`config.mk`:
```
export PLATFORM = sky130hd
export DESIGN_NAME = sr_debounce_driver
export DESIGN_NICKNAME = d
export VERILOG_FILES = /design/src/rtl/sr_pkg.sv /design/src/rtl/sr_debounce_driver_sync2.sv /design/src/rtl/sr_debounce_driver.sv
export SDC_FILE = /design/constraint.sdc
export NUM_CORES = 1
export LEC_CHECK = 0
export CELL_PAD_IN_SITES_DETAIL_PLACEMENT = 0
export CELL_PAD_IN_SITES_GLOBAL_PLACEMENT = 1
export CORE_MARGIN = 1
export CORE_UTILIZATION = 47
export DETAILED_ROUTE_END_ITERATION = 10
export HOLD_SLACK_MARGIN = 0.08
export PLACE_DENSITY_LB_ADDON = 0.1
export SYNTH_ARGS = -nofsm -noshare
export SYNTH_HDL_FRONTEND = slang
export SYNTH_SLANG_ARGS = --single-unit
```
`constraint.sdc`:
```
create_clock -name clk -period 3.9 [get_ports clk]
set_clock_uncertainty 0.05 [all_clocks]
set_input_delay 0.975 -clock clk [delete_from_list [all_inputs] [get_ports clk]]
set_output_delay 0.975 -clock clk [all_outputs]
set_load 0.05 [all_outputs]
```
`src/rtl/sr_pkg.sv`:
```
// Shared definitions for the switch debounce / SR latch driver.
// State encoding is 3-bit binary; clog2 sizes the counters without relying on $clog2.
package sr_pkg;

  typedef enum logic [2:0] {
    ST_INIT      = 3'd0,
    ST_LOW       = 3'd1,
    ST_CHK_HIGH  = 3'd2,
    ST_PULSE_S   = 3'd3,
    ST_HIGH      = 3'd4,
    ST_CHK_LOW   = 3'd5,
    ST_PULSE_R   = 3'd6
  } state_t;

  function automatic int clog2(input int value);
    int result;
    int v;
    result = 0;
    v = value - 1;
    while (v > 0) begin
      result = result + 1;
      v = v >> 1;
    end
    return result;
  endfunction

endpackage

```
`src/rtl/sr_debounce_driver_sync2.sv`:
```
// Purpose: two-flop synchroniser for an asynchronous level; resets to 0.
// Latency: 2 clk cycles. Backpressure: none, free-running.
module sync2 (
  input  logic clk,
  input  logic rst,
  input  logic d,
  output logic q
);

  logic meta;

  always_ff @(posedge clk or posedge rst) begin
    if (rst) begin
      meta <= 1'b0;
      q    <= 1'b0;
    end else begin
      meta <= d;
      q    <= meta;
    end
  end

endmodule

```
`src/rtl/sr_debounce_driver.sv`:
```
// Purpose: debounce a raw switch and emit clean set/reset pulses for a NOR SR latch.
// Latency: pulse starts 3+DEBOUNCE_CYCLES edges after din settles. Backpressure: none.
module sr_debounce_driver
  import sr_pkg::*;
#(
  parameter int DEBOUNCE_CYCLES = 16,
  parameter int PULSE_CYCLES    = 2
) (
  input  logic clk,
  input  logic rst,
  input  logic din,
  output logic s,
  output logic r,
  output logic level,
  output logic busy
);

  localparam int CW = clog2(DEBOUNCE_CYCLES);
  localparam int PW = clog2(PULSE_CYCLES + 1);

  localparam logic [CW-1:0] CNT_LAST   = CW'(DEBOUNCE_CYCLES - 1);
  localparam logic [PW-1:0] PULSE_LAST = PW'(PULSE_CYCLES - 1);
  localparam logic [PW-1:0] PULSE_FULL = PW'(PULSE_CYCLES);

  state_t          state;
  logic [CW-1:0]   cnt;
  logic [PW-1:0]   pcnt;
  logic            din_sync;

  sync2 u_sync (
    .clk (clk),
    .rst (rst),
    .d   (din),
    .q   (din_sync)
  );

  // Outputs are registered alongside the state so they always reflect the state being entered.
  always_ff @(posedge clk or posedge rst) begin
    if (rst) begin
      state <= ST_INIT;
      cnt   <= '0;
      pcnt  <= '0;
      s     <= 1'b0;
      r     <= 1'b0;
      level <= 1'b0;
      busy  <= 1'b1;
    end else begin
      case (state)
        // r is still low on the first edge out of reset, so INIT counts to the full width.
        ST_INIT: begin
          if (pcnt == PULSE_FULL) begin
            state <= ST_LOW;
            pcnt  <= '0;
            r     <= 1'b0;
            busy  <= 1'b0;
          end else begin
            pcnt <= pcnt + 1'b1;
            r    <= 1'b1;
          end
        end

        ST_LOW: begin
          if (din_sync) begin
            state <= ST_CHK_HIGH;
            cnt   <= '0;
            busy  <= 1'b1;
          end
        end

        ST_CHK_HIGH: begin
          if (!din_sync) begin
            state <= ST_LOW;
            cnt   <= '0;
            busy  <= 1'b0;
          end else if (cnt == CNT_LAST) begin
            state <= ST_PULSE_S;
            cnt   <= '0;
            pcnt  <= '0;
            s     <= 1'b1;
            level <= 1'b1;
          end else begin
            cnt <= cnt + 1'b1;
          end
        end

        ST_PULSE_S: begin
          if (pcnt == PULSE_LAST) begin
            state <= ST_HIGH;
            pcnt  <= '0;
            s     <= 1'b0;
            busy  <= 1'b0;
          end else begin
            pcnt <= pcnt + 1'b1;
          end
        end

        ST_HIGH: begin
          if (!din_sync) begin
            state <= ST_CHK_LOW;
            cnt   <= '0;
            busy  <= 1'b1;
          end
        end

        ST_CHK_LOW: begin
          if (din_sync) begin
            state <= ST_HIGH;
            cnt   <= '0;
            busy  <= 1'b0;
          end else if (cnt == CNT_LAST) begin
            state <= ST_PULSE_R;
            cnt   <= '0;
            pcnt  <= '0;
            r     <= 1'b1;
            level <= 1'b0;
          end else begin
            cnt <= cnt + 1'b1;
          end
        end

        ST_PULSE_R: begin
          if (pcnt == PULSE_LAST) begin
            state <= ST_LOW;
            pcnt  <= '0;
            r     <= 1'b0;
            busy  <= 1'b0;
          end else begin
            pcnt <= pcnt + 1'b1;
          end
        end

        default: begin
          state <= ST_INIT;
          cnt   <= '0;
          pcnt  <= '0;
          s     <= 1'b0;
          r     <= 1'b0;
          busy  <= 1'b1;
        end
      endcase
    end
  end

endmodule
```
==> reports/metrics.csv <==
metric;value;unit
outcome;completed;
setup_viol;0;
required;2.87;ns
cts_root_buffer;clkbuf_4;
p_seq_frac;0.398;
switchingPower;408;uW
grt_pass1_vias;925;
ys_types;41;
clock_power_share;0.114;
synth_top_area_frac;0.322;
ctsHoldBuffers;0;
start_util;0.496;
yosysMostFrequentCell;dfrtp_1;
async_flop_share;1.00;
drc;0;
path_class;reg -> out;
place_congestion;0.789;
power.total;833;uW
clock-sinks;15;
syn_nets;130;
internal_power;425;uW
fmax;376;MHz
utilization;0.520;
yosys_register_bits;15;
cp-end-kind;output pin;
gr-total-overflow;0;
wl;2570;um
port-buffer-count;6;
hold_viol_final;0;
critPathMaxFanout;3;
syn_area;0.00109;mm2
synth_enable_flop_cells;0;
postRouteAntennaNets;0;
slowest_stage;clkdlybuf4s50_1;
synth_top_area_cell;dfrtp_1;
grt_antenna_before_repair;0;
cts_made_buffers;3;
nets;131;
yosysWarnings;0;
post-cts-setup-buffer-count;0;
start_kind;register;
groute.usage.overall;0.234;
sw_frac_of_total;0.489;
cts_max_level;1;
fillers;205;
vdd_drop_max;0.000381;V
cap_violations;0;
layout_worst_path_cycle_share;0.682;
cts-resized-gates;0;
syn_to_final_growth;4.83;%
die_h;50.1;um
drive_above_1_share;0.0873;
comb_power_share;0.488;
fin_setup_tns;0;ns
netlist_top_cells_count;dfrtp_1 (14), a21oi_1 (13), o21ai_0 (12);
clk_latency;0.29;ns
max-slew-margin-rel;0.429;
grt_pass1_wl;4450;um
grt_max_degree;31;
syn_area_per_cell;8.63;um2
max_stage_delay;0.79;ns
vias_per_cell;6.44;
clk_pin_slew;0.10;ns
ios;7;
crit_buf_inv;1;
drt_iter0_markers;32;
final_cell_area;0.00114;mm2
diodes;0;
worstMarginPinSlew;0.856;ns
coreArea;0.00219;mm2
final_max_slew_viol_count;0;
tritoncts;done;
die_area;0.00251;mm2
dpl_cell_area;0.00111;mm2
synth.yosys.seq_area_share;0.346;
drt_pass1_iterations;4;
dp_hpwl;1720;um
clockBufferDepth;2;
synth_ff_type;dfrtp_1;
die_w;50.1;um
synthCells;126;
wl_per_cell;16.7;um
rows;17;
vias;992;
path_cells;clkdlybuf4s50_1;
hold_path_class;reg -> reg;
period_needed;2.66;ns
yosys-top-cells-area;dfrtp_1 (32%), a21oi_1 (6.0%), o21ai_0 (5.5%);
worstPathArrival;1.63;ns
power.density;731;mW/mm2
p_leak;0.426;nW
rsz0062_at_grt;no;
cpLargestDelayFamily;buffers and inverters;
==> metrics by stage <==
stage / hold WS (ns) / setup WS (ns) / std cells
CTS: 0.319 / 1.23 / 154
global placement: 0.282 / 1.57 / 150
detailed placement: 0.296 / 1.57 / 150
finish: 0.327 / 1.24 / 154
global route: 0.339 / 1.21 / 154
floorplan: 0.281 / 2.20 / 126
==> layout make-up <==
| cell class | instances | area, um2 | share of cell area |
|---|---|---|---|
| Tap cell | 28 | 35.0 | 0.0307 |
| Sequential cell | 15 | 377 | 0.330 |
| Clock buffer | 3 | 22.5 | 0.0198 |
| Inverter | 8 | 30.0 | 0.0263 |
| Multi-Input combinational cell | 93 | 611 | 0.536 |
| Clock inverter | 1 | 5.00 | 0.00439 |
| Timing Repair Buffer | 6 | 60.1 | 0.0527 |
==> routing by layer <==
metal / share of wire / wire [um] / vias up / global-route usage
li1: - / - / 480 / -
met4: 0.013 / 34 / 0 / 0.0857
met1: 0.48 / 1230 / 481 / 0.326
met5: 0 / 0 / - / 0
met2: 0.47 / 1200 / 26 / 0.360
met3: 0.040 / 102 / 5 / 0.0370
==> flip-flops by register name, indices dropped and copies added, names as in the netlist <==
| signal | cells |
|---|---|
| state | 3 |
| r | 1 |
| pcnt | 2 |
| u_sync.q | 1 |
| u_sync.meta | 1 |
| cnt | 4 |
| s | 1 |
| busy | 1 |
| level | 1 |
==> layout by cell type (no fill, tap or decap), drive strengths merged, types with 2 or more instances in the layout <==
cell / netlist / final
o2111ai: 2 / 2
o22ai: 4 / 4
nor2b: 6 / 6
nand3: 3 / 3
o211ai: 2 / 2
o32a: 2 / 2
clkbuf: 0 / 3
a21oi: 14 / 14
a221o: 2 / 2
nand2b: 6 / 6
o32ai: 2 / 2
a22o: 2 / 2
clkdlybuf4s50: 0 / 6
a31oi: 3 / 3
nand2: 5 / 5
and3: 2 / 2
inv: 8 / 8
dfrtp: 14 / 14
nor2: 9 / 9
o21ai: 13 / 13
a32o: 3 / 3
==> path summary, 6_finish.rpt <==
| check | startpoint | endpoint | slack, ns | cells past startpoint |
|---|---|---|---|---|
| worst min register to register | u_sync.meta | u_sync.q | 0.33 | 0 |
| max in group asynchronous | rst | pcnt[1] | 2.43 | 2 |
| min in group asynchronous | rst | u_sync.meta | 0.98 | 2 |
| worst max-delay path | busy | busy | 1.24 | 1 |
| worst max register to register | state[0] | pcnt[1] | 1.89 | 4 |
| worst min-delay path | u_sync.meta | u_sync.q | 0.33 | 0 |
==> power groups by stage <==
stage          registers (mW)  clock network (mW)  logic, mW
2_1_floorplan           0.281                   0      0.388
3_3_place_gp            0.327                   0      0.399
3_5_place_dp            0.332                   0      0.404
4_1_cts                 0.328              0.0982      0.407
5_1_grt                 0.346               0.103      0.451
6_report                0.332              0.0953      0.406
==> logic make-up (layout without fill, tap and decap cells) <==
group,after synthesis,in the layout,share of synthesized area
AND/OR/NAND/NOR,35,35,0.178
flip-flops,15,15,0.346
adder cells (fa/ha/maj),1,1,0.0115
AO/OA/AOI/OAI,56,56,0.364
buffers and inverters,18,18,0.0921
XOR/XNOR,1,1,0.00806
Note: power is estimated with default switching activity, not from simulation.
